File: src/rtl/weight_load_ctrl_1x8_if.sv
// Weight word stream from the DMA read path into the weight load controller.
// Latency: none, wiring only.
// Backpressure: a word moves only on a cycle where s_valid and s_ready are both high.
interface weight_load_ctrl_1x8_if;
    logic        s_valid;
    logic        s_ready;
    logic [71:0] s_data;

    modport master (output s_valid, output s_data, input s_ready);
    modport slave  (input s_valid, input s_data, output s_ready);
endinterface

File: src/rtl/weight_load_ctrl_1x8.sv
// Bank-major write controller: steers 72-bit kernel words into eight weight RAM banks.
// Latency: 1 cycle from an accepted beat to its write_en/write_addr/weight_in pulse.
// Backpressure: s_ready is high only during LOAD; bubbles on s_valid stall the counters.
// Optional feature: define WEIGHT_LOAD_CHECKSUM_EN for a running XOR checksum of accepted words.
module weight_load_ctrl_1x8 #(
    parameter int DEPTH    = 512,
    parameter int ADDR_BIT = 9
) (
    input  logic                clk,
    input  logic                rst,
    input  logic                start,
    input  logic [ADDR_BIT-1:0] word_last,
    input  logic [2:0]          bank_last,
    weight_load_ctrl_1x8_if.slave stream,
    output logic [ADDR_BIT-1:0] write_addr_0,
    output logic [ADDR_BIT-1:0] write_addr_1,
    output logic [ADDR_BIT-1:0] write_addr_2,
    output logic [ADDR_BIT-1:0] write_addr_3,
    output logic [ADDR_BIT-1:0] write_addr_4,
    output logic [ADDR_BIT-1:0] write_addr_5,
    output logic [ADDR_BIT-1:0] write_addr_6,
    output logic [ADDR_BIT-1:0] write_addr_7,
    output logic                write_en_0,
    output logic                write_en_1,
    output logic                write_en_2,
    output logic                write_en_3,
    output logic                write_en_4,
    output logic                write_en_5,
    output logic                write_en_6,
    output logic                write_en_7,
    output logic [71:0]         weight_in,
    output logic                busy,
    output logic                done,
    output logic [71:0]         checksum
);

    localparam longint ADDR_SPAN = longint'(1) << ADDR_BIT;

    // The address field must be able to reach every word of a bank.
    if (ADDR_SPAN < longint'(DEPTH)) begin : g_depth_check
        $error("ADDR_BIT too narrow for DEPTH");
    end

    typedef enum logic [1:0] {
        IDLE = 2'd0,
        LOAD = 2'd1,
        DONE = 2'd2
    } state_t;

    state_t              state;
    logic [ADDR_BIT-1:0] wl_r;
    logic [2:0]          bl_r;
    logic [ADDR_BIT-1:0] word_cnt;
    logic [2:0]          bank_cnt;
    logic                s_ready_r;
    logic                busy_r;
    logic                done_r;
    logic [7:0]          we_r;
    logic [ADDR_BIT-1:0] addr_r;
    logic [71:0]         weight_r;
    logic                beat;
    logic                start_acc;

    // s_ready_r is only ever high in LOAD, so it doubles as the load qualifier.
    assign beat      = stream.s_valid & s_ready_r;
    assign start_acc = (state == IDLE) & start;

    // Control FSM plus the registered write strobe/address/data for the banks.
    always_ff @(posedge clk) begin
        if (rst) begin
            state     <= IDLE;
            wl_r      <= '0;
            bl_r      <= '0;
            word_cnt  <= '0;
            bank_cnt  <= '0;
            s_ready_r <= 1'b0;
            busy_r    <= 1'b0;
            done_r    <= 1'b0;
            we_r      <= '0;
            addr_r    <= '0;
            weight_r  <= '0;
        end else begin
            we_r <= '0;
            case (state)
                IDLE: begin
                    if (start) begin
                        wl_r      <= word_last;
                        bl_r      <= bank_last;
                        word_cnt  <= '0;
                        bank_cnt  <= '0;
                        s_ready_r <= 1'b1;
                        busy_r    <= 1'b1;
                        state     <= LOAD;
                    end
                end
                LOAD: begin
                    if (beat) begin
                        weight_r       <= stream.s_data;
                        addr_r         <= word_cnt;
                        we_r[bank_cnt] <= 1'b1;
                        if (word_cnt == wl_r) begin
                            word_cnt <= '0;
                            bank_cnt <= bank_cnt + 3'd1;
                            if (bank_cnt == bl_r) begin
                                s_ready_r <= 1'b0;
                                state     <= DONE;
                            end
                        end else begin
                            word_cnt <= word_cnt + 1'b1;
                        end
                    end
                end
                DONE: begin
                    // First DONE cycle carries the final write; done pulses in the second.
                    if (!done_r) begin
                        done_r <= 1'b1;
                    end else begin
                        done_r <= 1'b0;
                        busy_r <= 1'b0;
                        state  <= IDLE;
                    end
                end
                default: begin
                    state <= IDLE;
                end
            endcase
        end
    end

`ifdef WEIGHT_LOAD_CHECKSUM_EN
    logic [71:0] checksum_r;

    // Running XOR of accepted words; cleared by an accepted start, held otherwise.
    always_ff @(posedge clk) begin
        if (rst) begin
            checksum_r <= '0;
        end else if (start_acc) begin
            checksum_r <= '0;
        end else if (beat) begin
            checksum_r <= checksum_r ^ stream.s_data;
        end
    end

    assign checksum = checksum_r;
`else
    logic unused_start_acc;
    assign unused_start_acc = start_acc;
    assign checksum         = '0;
`endif

    assign stream.s_ready = s_ready_r;
    assign busy           = busy_r;
    assign done           = done_r;
    assign weight_in      = weight_r;

    assign write_addr_0 = addr_r;
    assign write_addr_1 = addr_r;
    assign write_addr_2 = addr_r;
    assign write_addr_3 = addr_r;
    assign write_addr_4 = addr_r;
    assign write_addr_5 = addr_r;
    assign write_addr_6 = addr_r;
    assign write_addr_7 = addr_r;

    assign write_en_0 = we_r[0];
    assign write_en_1 = we_r[1];
    assign write_en_2 = we_r[2];
    assign write_en_3 = we_r[3];
    assign write_en_4 = we_r[4];
    assign write_en_5 = we_r[5];
    assign write_en_6 = we_r[6];
    assign write_en_7 = we_r[7];

endmodule

File: src/flat_wrapper.sv
// flat-port wrapper written by rule: the top's interface ports become plain ports
module weight_load_ctrl_1x8_flat 
#(
    parameter int DEPTH    = 512,
    parameter int ADDR_BIT = 9
)
  (clk, rst, start, word_last, bank_last, write_addr_0, write_addr_1, write_addr_2, write_addr_3, write_addr_4, write_addr_5, write_addr_6, write_addr_7, write_en_0, write_en_1, write_en_2, write_en_3, write_en_4, write_en_5, write_en_6, write_en_7, weight_in, busy, done, checksum, stream_s_valid, stream_s_data, stream_s_ready);
  weight_load_ctrl_1x8_if stream_i ();
  input  logic clk;
  input  logic rst;
  input  logic start;
  input  logic [ADDR_BIT-1:0] word_last;
  input  logic [2:0] bank_last;
  output logic [ADDR_BIT-1:0] write_addr_0;
  output logic [ADDR_BIT-1:0] write_addr_1;
  output logic [ADDR_BIT-1:0] write_addr_2;
  output logic [ADDR_BIT-1:0] write_addr_3;
  output logic [ADDR_BIT-1:0] write_addr_4;
  output logic [ADDR_BIT-1:0] write_addr_5;
  output logic [ADDR_BIT-1:0] write_addr_6;
  output logic [ADDR_BIT-1:0] write_addr_7;
  output logic write_en_0;
  output logic write_en_1;
  output logic write_en_2;
  output logic write_en_3;
  output logic write_en_4;
  output logic write_en_5;
  output logic write_en_6;
  output logic write_en_7;
  output logic [71:0] weight_in;
  output logic busy;
  output logic done;
  output logic [71:0] checksum;
  input wire logic [$bits(stream_i.s_valid)-1:0] stream_s_valid;
  input wire logic [$bits(stream_i.s_data)-1:0] stream_s_data;
  output wire logic [$bits(stream_i.s_ready)-1:0] stream_s_ready;
  assign stream_i.s_valid = stream_s_valid;
  assign stream_i.s_data = stream_s_data;
  assign stream_s_ready = stream_i.s_ready;
  weight_load_ctrl_1x8 #(.DEPTH(DEPTH), .ADDR_BIT(ADDR_BIT)) u_core (.clk(clk), .rst(rst), .start(start), .word_last(word_last), .bank_last(bank_last), .stream(stream_i), .write_addr_0(write_addr_0), .write_addr_1(write_addr_1), .write_addr_2(write_addr_2), .write_addr_3(write_addr_3), .write_addr_4(write_addr_4), .write_addr_5(write_addr_5), .write_addr_6(write_addr_6), .write_addr_7(write_addr_7), .write_en_0(write_en_0), .write_en_1(write_en_1), .write_en_2(write_en_2), .write_en_3(write_en_3), .write_en_4(write_en_4), .write_en_5(write_en_5), .write_en_6(write_en_6), .write_en_7(write_en_7), .weight_in(weight_in), .busy(busy), .done(done), .checksum(checksum));
endmodule
File: config.mk
export PLATFORM = sky130hd
export DESIGN_NAME = weight_load_ctrl_1x8_flat
export DESIGN_NICKNAME = d
export VERILOG_FILES = /design/src/rtl/weight_load_ctrl_1x8_if.sv /design/src/rtl/weight_load_ctrl_1x8.sv /design/src/flat_wrapper.sv
export SDC_FILE = /design/constraint.sdc
export NUM_CORES = 1
export LEC_CHECK = 0
export ABC_AREA = 1
export BUFFER_PORTS_ARGS = -buffer_cell sky130_fd_sc_hd__buf_2
export CAP_MARGIN = 20
export CORE_AREA = 2 2 121 123
export CTS_CLUSTER_DIAMETER = 30
export DETAILED_ROUTE_END_ITERATION = 16
export DIE_AREA = 0 0 123 125
export GPL_TIMING_DRIVEN = 0
export MAX_ROUTING_LAYER = met4
export PLACE_DENSITY = 0.72
export SLEW_MARGIN = 20
export SYNTH_ARGS = -nofsm -noshare
export SYNTH_HDL_FRONTEND = slang
export SYNTH_SLANG_ARGS = --single-unit
File: constraint.sdc
create_clock -name clk -period 1.6 [get_ports clk]
set_input_delay 0.16 -clock clk [delete_from_list [all_inputs] [get_ports clk]]
set_output_delay 0.16 -clock clk [all_outputs]
set_load 0.005 [all_outputs]
==> flow_summary.ini, run 1 <==
[clock_tree]
worstSkewPairLatency_ps = 410
cts.sinks = 118
cts_made_buffers = 17
cts_tree = built
clock-root-buffer = clkbuf_16
clk_transition_reported_paths_ps = 60
clock_path_buffers = 2
htreeDepth = 4

[critical_path]
slowest_stage = dfxtp_4
path_buf_inv = 5
cp_data_arrival_time_ps = 1820
critPathLaunchType = flop
worst-r2r-setup-slack_ps = 80
criticalPathCategory = flop to flop
cp_slowest_stage_delay_ps = 370
r2r-end = u_core.weight_in[51]
cp-startpoint = u_core.state[0]
crit_fanout = 10
crit_end = u_core.weight_in[51]
endpoint_kind = flop
path_cells = inv_2, nor2_4, inv_4, nor2_8, inv_4, buf_6, buf_4, nor2_1, nor2_1
r2r-start = u_core.state[0]
reg2regPathDepth = 9
critical-path-top-delay-family = buffers and inverters
required_ps = 1900
crit_cells = 9

[sta]
report.final.setup_viol = 0
worstMarginPinSlew_ps = 640.3
fin_hold_ws_ps = 8.073
slew_headroom_pct = 57.31
hold_violations = 0
clock_skew_ps = 8.529
clock.fmax_ghz = 0.6576
finalCritPeriodShare_pct = 95.05
min_period_ps = 1521
maxSlewViolCount = 0
setup_ws_ps = 79.28
setup_tns_ps = 0

[route]
drt-pass1-iter-count = 5
via_per_inst = 4.296
wl_per_cell_um = 12.48
dr_total_vias = 5606
drt_iter0_drc = 336
drc_errors = 0
routed_wl_um = 16280
antenna_left = 0

[layout]
stdcell_count = 1305
final_core_util_pct = 60.66
nNetsFinal = 1197
areaGrowthSynthToFinish_pct = 60.78
nFillCells = 1255
final_cell_area_um2 = 8616
layout-drive-gt1-share_pct = 40.80

[global_routing]
gr-usage-all-layers_pct = 21.32
overflow = 0
grt_start_max_net_pins = 17
grt_pass1_wl_um = 24900
grt_pass1_vias = 5129
antenna_found_initial = 1

[floorplan]
ios = 315
dieArea_um2 = 15380
coreArea_um2 = 14200
die_y_um = 125
initial_core_util_pct = 37.73
die_w_um = 123
row_count = 44

[power_and_ir_drop]
ir_worst_vdd_mv = 0.6770
p_seq_share_pct = 38.5
intPower_mw = 6.165
p_switching_mw = 2.103
sw_frac_of_total_pct = 25.43
p_total_mw = 8.268
power_density_nw_per_um2 = 959.6
clockPowerShare_pct = 46.3
combPwrFrac_pct = 15.2
p_leak_nw = 4.731

[yosys]
netlist_top_cells_area = dfxtp_1, buf_4, nor2_1
netlist_area_um2 = 5359
syn_avg_cell_area_um2 = 7.755
synth_flop_cell = dfxtp_1
synth_cell_types = 28
synthDominantCellAreaShare_pct = 44.08
synth_edf_count = 0
synth_cells = 691
ys_seq_elements = 118
synthArstFlopShare_pct = 0
seq_area_frac_synth_pct = 44.08
yosys_warnings = 0
synth_top_cell_by_area = dfxtp_1

[outcome]
outcome = finished, final reports clean

[placed_design]
port_buffers = 242
preCtsSetupSlack_ps = -182.7
place_inst = 1188
dp_hpwl_um = 10920
postPlaceCellArea_um2 = 7067
place_congestion = 0.8196

[worst_hold_path]
hp-start = stream_s_data[22]
hold_class = input pin to flop

[job]
drv_cap = 0
==> power groups by stage <==
stage          combinational [mW]  clock, mW  sequential, mW
6_report                     1.26       3.83            3.19
5_1_grt                      1.38       4.06            3.20
4_1_cts                      1.18       3.88            3.18
3_5_place_dp                 1.02          0            3.24
3_3_place_gp                 1.01          0            3.24
2_1_floorplan               0.623          0            3.24
==> kinds of logic (layout without fill, tap and decap cells) <==
kind of cell / Yosys count / count (layout) / share of synthesized area [%]
AO/OA/AOI/OAI: 116 / 116 / 10.95
other: 1 / 73 / 0.06998
adder cells (fa/ha/maj): 2 / 2 / 0.4669
buffers and inverters: 188 / 546 / 23.02
flip-flops: 118 / 118 / 44.08
XOR/XNOR: 14 / 14 / 2.288
AND/OR/NAND/NOR: 252 / 252 / 19.12
==> tightest hold or removal path, delay by kind of cell <==
| kind | cells | cell delay [ps] |
|---|---|---|
| buf+inv | 1 | 80 |
| simple gates | 2 | 140 |
==> synthesized netlist by cell type (all sizes together), types with 2 or more instances <==
| cell type | number |
|---|---|
| xnor2 | 9 |
| clkbuf | 21 |
| a21oi | 16 |
| nand3 | 16 |
| nand2 | 42 |
| dfxtp | 118 |
| xor2 | 5 |
| inv | 22 |
| nor3 | 6 |
| nor2 | 186 |
| buf | 145 |
| ha | 2 |
| o21ai | 99 |
==> timing repair <==
action / 4_1_cts / 5_1_grt
pin swaps: 1 / 2
endpoints found under the hold margin: 76 / 1
setup buffers: 2 / 3
endpoints found under the setup margin: 88 / 103
hold buffers: 78 / 1
resized for setup: 7 / 35
cloned: 0 / 1
==> per-layer routing <==
metal  part of all wire, %  up-vias  GRT usage (%)  wire length [um]
met5                     0        -              -                 0
met4                   3.0        0          9.024               483
met3                   7.7       40          6.615              1258
met2                    50      239          35.88              8216
met1                    39     2508          22.98              6323
li1                      -     2819              -                 -
==> state kept, by name, indices dropped and copies added, names as in the netlist <==
signal                 cells
u_core.stream.s_ready      1
u_core.word_cnt            9
u_core.weight_in          72
u_core.write_addr_0        9
u_core.bank_cnt            3
u_core.we_r                8
u_core.done                1
u_core.bl_r                3
u_core.state               2
u_core.wl_r                9
u_core.busy                1
==> placed cells by master (no fill, tap or decap), types with 2 or more instances in the layout <==
cell type | netlist | layout
ha_1 | 2 | 2
buf_4 | 135 | 142
clkbuf_1 | 21 | 12
inv_2 | 4 | 2
o21ai_0 | 96 | 96
nand2_2 | 0 | 3
nand3_1 | 15 | 15
xor2_1 | 5 | 5
clkbuf_16 | 0 | 18
bufinv_16 | 0 | 2
buf_2 | 8 | 244
o21ai_2 | 1 | 2
clkinvlp_4 | 0 | 4
clkbuf_2 | 0 | 9
nand2_4 | 1 | 2
dfxtp_1 | 118 | 116
nor2_1 | 183 | 177
clkbuf_8 | 0 | 2
dlygate4sd3_1 | 0 | 79
inv_4 | 0 | 2
xnor2_1 | 9 | 9
nor2_2 | 1 | 6
inv_1 | 18 | 18
conb_1 | 1 | 72
nand2_1 | 41 | 37
nor3_1 | 6 | 5
inv_6 | 0 | 3
clkinv_4 | 0 | 3
clkbuf_4 | 0 | 2
a21oi_1 | 16 | 16
nor2_4 | 1 | 2
==> how the worst min path moves through the flow <==
stage,endpoint,depth (start not counted)
after floorplan,u_core.bank_cnt[2],1
after global placement,u_core.weight_in[43],3
after detailed placement,u_core.weight_in[3],3
after CTS,u_core.wl_r[5],3
after global routing,u_core.weight_in[49],3
final,u_core.weight_in[22],3
==> layout make-up <==
cell class | count | area (um2) | share of cell area [%]
antenna | 1 | 2.502 | 0.02904
buffer | 165 | 1177 | 13.67
clock buffer | 19 | 452.9 | 5.257
clock inverter | 13 | 147.6 | 1.714
inverter | 22 | 87.58 | 1.017
multi-input combinational | 456 | 2073 | 24.06
sequential | 118 | 2367 | 27.48
tap | 184 | 230.2 | 2.672
timing repair buffer | 327 | 2077 | 24.11
Power figures use the tool's default switching activity.
==> inputs of run 2 (changes only) <==
--- a/config.mk
+++ b/config.mk
@@ -8,13 +8,12 @@
 export ABC_AREA = 1
 export BUFFER_PORTS_ARGS = -buffer_cell sky130_fd_sc_hd__buf_2
 export CAP_MARGIN = 20
-export CORE_AREA = 2 2 121 123
+export CORE_MARGIN = 2
+export CORE_UTILIZATION = 30
 export CTS_CLUSTER_DIAMETER = 30
 export DETAILED_ROUTE_END_ITERATION = 16
-export DIE_AREA = 0 0 123 125
 export GPL_TIMING_DRIVEN = 0
 export MAX_ROUTING_LAYER = met4
-export PLACE_DENSITY = 0.72
 export SLEW_MARGIN = 20
 export SYNTH_ARGS = -nofsm -noshare
 export SYNTH_HDL_FRONTEND = slang
==> run 2 against run 1 <==
Effect of this change: via count shrank 3.8%; highest routed layer unchanged; flip-flop and latch count is the same; sequential share of layout area grew 0.090 points; hold slack gained 2.9 ps.
==> flow_summary.ini, run 2 (synthesis results as in run 1) <==
[sta]
min_period_ps = 1497
clock.fmax_ghz = 0.6679
report.final.setup_viol = 0
clock_skew_ps = 8.543
rsz0062_at_grt = no
finalCritPeriodShare_pct = 93.58
setup_tns_ps = 0
slew_headroom_pct = 52.82
worstMarginPinSlew_ps = 707.7
hold_violations = 0
maxSlewViolCount = 0

[global_routing]
grtUsageMet3_pct = 4.746
overflow = 0
top_usage_layer = met2
grt_start_max_net_pins = 17
gr-usage-all-layers_pct = 16.81
grt_use_met1_pct = 19.03
antenna_found_initial = 0
grt_pass1_wl_um = 23910
grt_pass1_vias = 4853
gr-usage-met2_pct = 28.33

[route]
antenna_left = 0
routed_wl_um = 15900
drc_errors = 0
dr_total_vias = 5394
drt_iter0_drc = 204
drt-pass1-iter-count = 5
via_per_inst = 4.010
wl_per_cell_um = 11.82

[layout]
mostFrequentLayoutCell = buf_2
areaGrowthSynthToFinish_pct = 60.17
mostFrequentLayoutCells = buf_2, nor2_1, buf_4
n_antenna_cell = 0
multi_input_area_um2 = 2054
nNetsFinal = 1199
layout-drive-gt1-share_pct = 39.64
seqCellArea_um2 = 2366
stdcell_count = 1345
nFillCells = 1718
largest_reg_flops = 72

[critical_path]
crit_end = u_core.weight_in[43]
critical-path-top-delay-family = buffers and inverters
criticalPathCategory = flop to flop
crit_cells = 9
endpoint_kind = flop
timing.critical_path.mode_cell = inv_2
cp-startpoint = u_core.state[0]
r2r-end = u_core.weight_in[43]
path_cells = inv_2, nor2_4, inv_2, nor2_8, inv_2, buf_6, buf_4, nor2_2, nor2_1
crit_fanout = 10
slowest_stage = dfxtp_4
worst-r2r-setup-slack_ps = 100
required_ps = 1910
cp_slowest_stage_delay_ps = 370
reg2regPathDepth = 9
critPathLaunchType = flop
path_buf_inv = 5
cp_data_arrival_time_ps = 1800
r2r-start = u_core.state[0]

[job]
drv_cap = 0

[outcome]
outcome = finished, final reports clean

[floorplan]
die_w_um = 137.7
ios = 315
coreArea_um2 = 17360
dieArea_um2 = 18950
row_count = 48
initial_core_util_pct = 30.88
die_y_um = 137.7

[placed_design]
port_buffers = 242
dp_hpwl_um = 11390
place_congestion = 0.7729
place_inst = 1229

[power_and_ir_drop]
intPower_mw = 6.160
p_switching_mw = 1.922
p_leak_nw = 4.710
p_total_mw = 8.082
clockPowerShare_pct = 45.4
combPwrFrac_pct = 15.1
sw_frac_of_total_pct = 23.78
ir_worst_vdd_mv = 0.7212
p_seq_share_pct = 39.5
power_density_nw_per_um2 = 941.6

[worst_hold_path]
hold_class = input pin to flop

[clock_tree]
cts_tree = built
cts_made_buffers = 17
clk_transition_reported_paths_ps = 50
clock_path_buffers = 2
cts.sinks = 118
worstSkewPairLatency_ps = 410
clock-root-buffer = clkbuf_16
htreeDepth = 4
run 2: cell types whose count changed in the layout (fill, tap and decap cells not counted), moves of 2 or more:
| cell | delta |
|---|---|
| clkbuf_1 | +6 |
| clkinv_4 | -3 |
| clkinvlp_4 | -3 |
| inv_6 | -3 |
| buf_2 | +2 |
| clkbuf_2 | +2 |
| clkbuf_4 | -2 |
| dlygate4sd3_1 | +2 |
| inv_2 | +2 |
| inv_4 | -2 |
| nor2_1 | +2 |
run 2: worst register-to-register path: stages, from the launching register on:
cell	delay (ps)
dfxtp_4	370
inv_2	50
nor2_4	130
inv_2	80
nor2_8	120
inv_2	80
buf_6	160
buf_4	190
nor2_2	160
nor2_1	60
run 2: per-layer routing:
layer  routed length [um]  share of wire [%]  vias to the layer above
met4                  213                1.3                        0
met1                 6655                 42                     2350
met5                    0                  0                        -
met2                 7827                 49                      203
met3                 1204                7.6                       18
li1                     -                  -                     2823
run 2: how the worst min path moves through the flow:
stage,startpoint,end,slack [ps],depth (start not counted)
global placement,stream_s_data[58],u_core.weight_in[58],380,3
global route,bank_last[0],u_core.bl_r[0],20,3
finish,word_last[8],u_core.wl_r[8],10,3
detailed placement,stream_s_data[35],u_core.weight_in[35],390,3
CTS,bank_last[0],u_core.bl_r[0],0.5,3
floorplan,rst,u_core.bank_cnt[2],230,1
run 2: layout make-up:
cell class / count / area share (%)
tap: 225 / 3.280
sequential: 118 / 27.57
clock buffer: 27 / 5.743
buffer: 166 / 13.73
multi-input combinational: 456 / 23.94
inverter: 22 / 0.9621
clock inverter: 3 / 0.7872
timing repair buffer: 328 / 23.99
run 2: power by group through the flow:
stage               registers (mW)  clock network [mW]  logic [mW]
floorplan                     3.24                   0       0.623
CTS                           3.19                3.74        1.19
finish                        3.19                3.67        1.22
global route                  3.21                3.89        1.37
detailed placement            3.24                   0        1.03
global placement              3.24                   0        1.02
run 2: repair_timing:
item                                    CTS  global route
pin swaps                                 1             2
gates resized for setup                   8            29
buffers inserted                          2             3
hold buffers                             81             0
endpoints found under the setup margin   89           102
endpoints found under the hold margin    81             0
run 2: per-stage QoR:
| step | hold slack (ps) | utilization (%) | instance area [um2] | setup slack, ps |
|---|---|---|---|---|
| 2_1_floorplan | 229.1 | - | 5625 | 212.4 |
| 3_3_place_gp | 380.7 | 41.01 | 7118 | -272.1 |
| 3_5_place_dp | 387.2 | 41.01 | 7118 | -299.9 |
| 4_1_cts | 0.4700 | 49.09 | 8521 | 3.116 |
| 5_1_grt | 16.06 | 49.45 | 8583 | 0.4412 |
| 6_report | 11.01 | 49.45 | 8583 | 102.7 |
==> inputs of run 3 (changes only) <==
--- a/config.mk
+++ b/config.mk
@@ -14,6 +14,7 @@
 export DETAILED_ROUTE_END_ITERATION = 16
 export GPL_TIMING_DRIVEN = 0
 export MAX_ROUTING_LAYER = met4
+export PLACE_DENSITY = 0.59
 export SLEW_MARGIN = 20
 export SYNTH_ARGS = -nofsm -noshare
 export SYNTH_HDL_FRONTEND = slang
==> run 3 against run 2 <==
Effect of this change: first-iteration DRC count shrank 2.9%; clock skew is 3.2 ps lower; largest cell class unchanged; non-clock buffer count rose by 4; highest routed layer unchanged.
==> flow_summary.ini, run 3 (synthesis results as in run 1) <==
[outcome]
outcome = finished, final reports clean

[placed_design]
preCtsSetupSlack_ps = -222.2
port_buffers = 242
dp_hpwl_um = 11590
place_congestion = 0.7776

[clock_tree]
cts_tree = built
clock_path_buffers = 2
worstSkewPairLatency_ps = 410
cts_made_buffers = 17
cts.sinks = 118
clk_transition_reported_paths_ps = 50
clock-root-buffer = clkbuf_16
htreeDepth = 4

[floorplan]
initial_core_util_pct = 30.88
die_y_um = 137.7
die_w_um = 137.7
coreArea_um2 = 17360
dieArea_um2 = 18950
row_count = 48
ios = 315

[global_routing]
grt_pass1_wl_um = 24560
antenna_found_initial = 0
grt_start_max_net_pins = 17
grt_pass1_vias = 5020
gr-usage-all-layers_pct = 17.14
overflow = 0

[critical_path]
critPathLaunchType = flop
path_cells = inv_2, nor2_4, inv_2, nor2_8, inv_2, buf_6, buf_2, nor2_1, nor2_1
cp_data_arrival_time_ps = 1760
criticalPathCategory = flop to flop
crit_fanout = 10
cp_slowest_stage_delay_ps = 370
timing.critical_path.mode_cell = inv_2
required_ps = 1900
slowest_stage = dfxtp_4
endpoint_kind = flop

[sta]
hold_violations = 0
maxSlewViolCount = 0
fin_hold_ws_ps = 143.9
finalCritPeriodShare_pct = 91.35
setup_ws_ps = 138.5
clock.fmax_ghz = 0.6842
rsz0062_at_grt = no
clock_skew_ps = 5.324
worstMarginPinSlew_ps = 661.2
slew_headroom_pct = 55.92
report.final.setup_viol = 0
min_period_ps = 1462

[power_and_ir_drop]
ir_worst_vdd_mv = 0.7398
power_density_nw_per_um2 = 941.3
p_total_mw = 8.139
clockPowerShare_pct = 45.7
p_seq_share_pct = 39.2
sw_frac_of_total_pct = 24.14
intPower_mw = 6.174
combPwrFrac_pct = 15.1
p_leak_nw = 4.734
p_switching_mw = 1.965

[worst_hold_path]
hold_class = input pin to flop

[layout]
areaGrowthSynthToFinish_pct = 61.36
n_antenna_cell = 0
final_core_util_pct = 49.82
layout-drive-gt1-share_pct = 40.05
nNetsFinal = 1203
largest_reg_flops = 72
mostFrequentLayoutCell = buf_2
mostFrequentLayoutCells = buf_2, nor2_1, buf_4

[job]
drv_cap = 0

[route]
drc_errors = 0
top_layer = met4
dr_total_vias = 5467
drt-pass1-iter-count = 4
wl_per_cell_um = 11.89
drt-met1-wl_um = 6332
drt_iter0_drc = 198
antenna_left = 0
wl_met3_um = 1215
met2_wirelength_um = 8289
routed_wl_um = 16060
via_per_inst = 4.047
==> run 3: final timing paths <==
check | startpoint | to | slack, ps | cells past startpoint
min reg2reg | u_core.busy | u_core.busy | 480 | 2
max reg2reg | u_core.state[0] | u_core.weight_in[34] | 140 | 9
min | rst | u_core.we_r[2] | 140 | 4
max | u_core.state[0] | u_core.weight_in[34] | 140 | 9
==> run 3: repair_timing <==
item / 4_1_cts / 5_1_grt
buffers inserted: 2 / 3
setup endpoints to repair: 95 / 102
pin swaps: 1 / 3
hold buffers: 85 / 0
hold endpoints to repair: 87 / 0
gates resized for setup: 8 / 29
==> run 3: power groups by stage <==
stage | combinational, mW | sequential (mW) | clock, mW
after detailed placement | 1.03 | 3.25 | 0
after global routing | 1.38 | 3.21 | 3.96
after CTS | 1.20 | 3.19 | 3.81
final | 1.23 | 3.19 | 3.72
after floorplan | 0.623 | 3.24 | 0
after global placement | 1.02 | 3.24 | 0
==> run 3: metal layers <==
layer,vias to the layer above,GRT usage [%]
met5,-,-
met4,0,6.186
met3,20,4.783
met2,208,30.62
met1,2405,18.04
li1,2834,-
==> run 3: area by class of cell <==
cell class                 count  area (um2)
timing repair buffer         332        2100
tap                          225       281.5
fill                        1724        8710
clock buffer                  24       481.7
buffer                       166        1179
clock inverter                 8       97.59
sequential                   118        2369
multi-input combinational    456        2057
inverter                      22       82.58
==> run 3: critical path, delay by kind of cell (launching register included) <==
family,cells,cell delay (ps)
flops,1,370
simple gates,4,420
buf+inv,5,560
==> run 3: per-stage QoR <==
step	TNS, ps	cell area, um2	cells
CTS	0	8579	1348
finish	0	8647	1351
global placement	-12480	7118	1229
floorplan	0	5625	762
global route	0	8647	1351
detailed placement	-16190	7118	1229
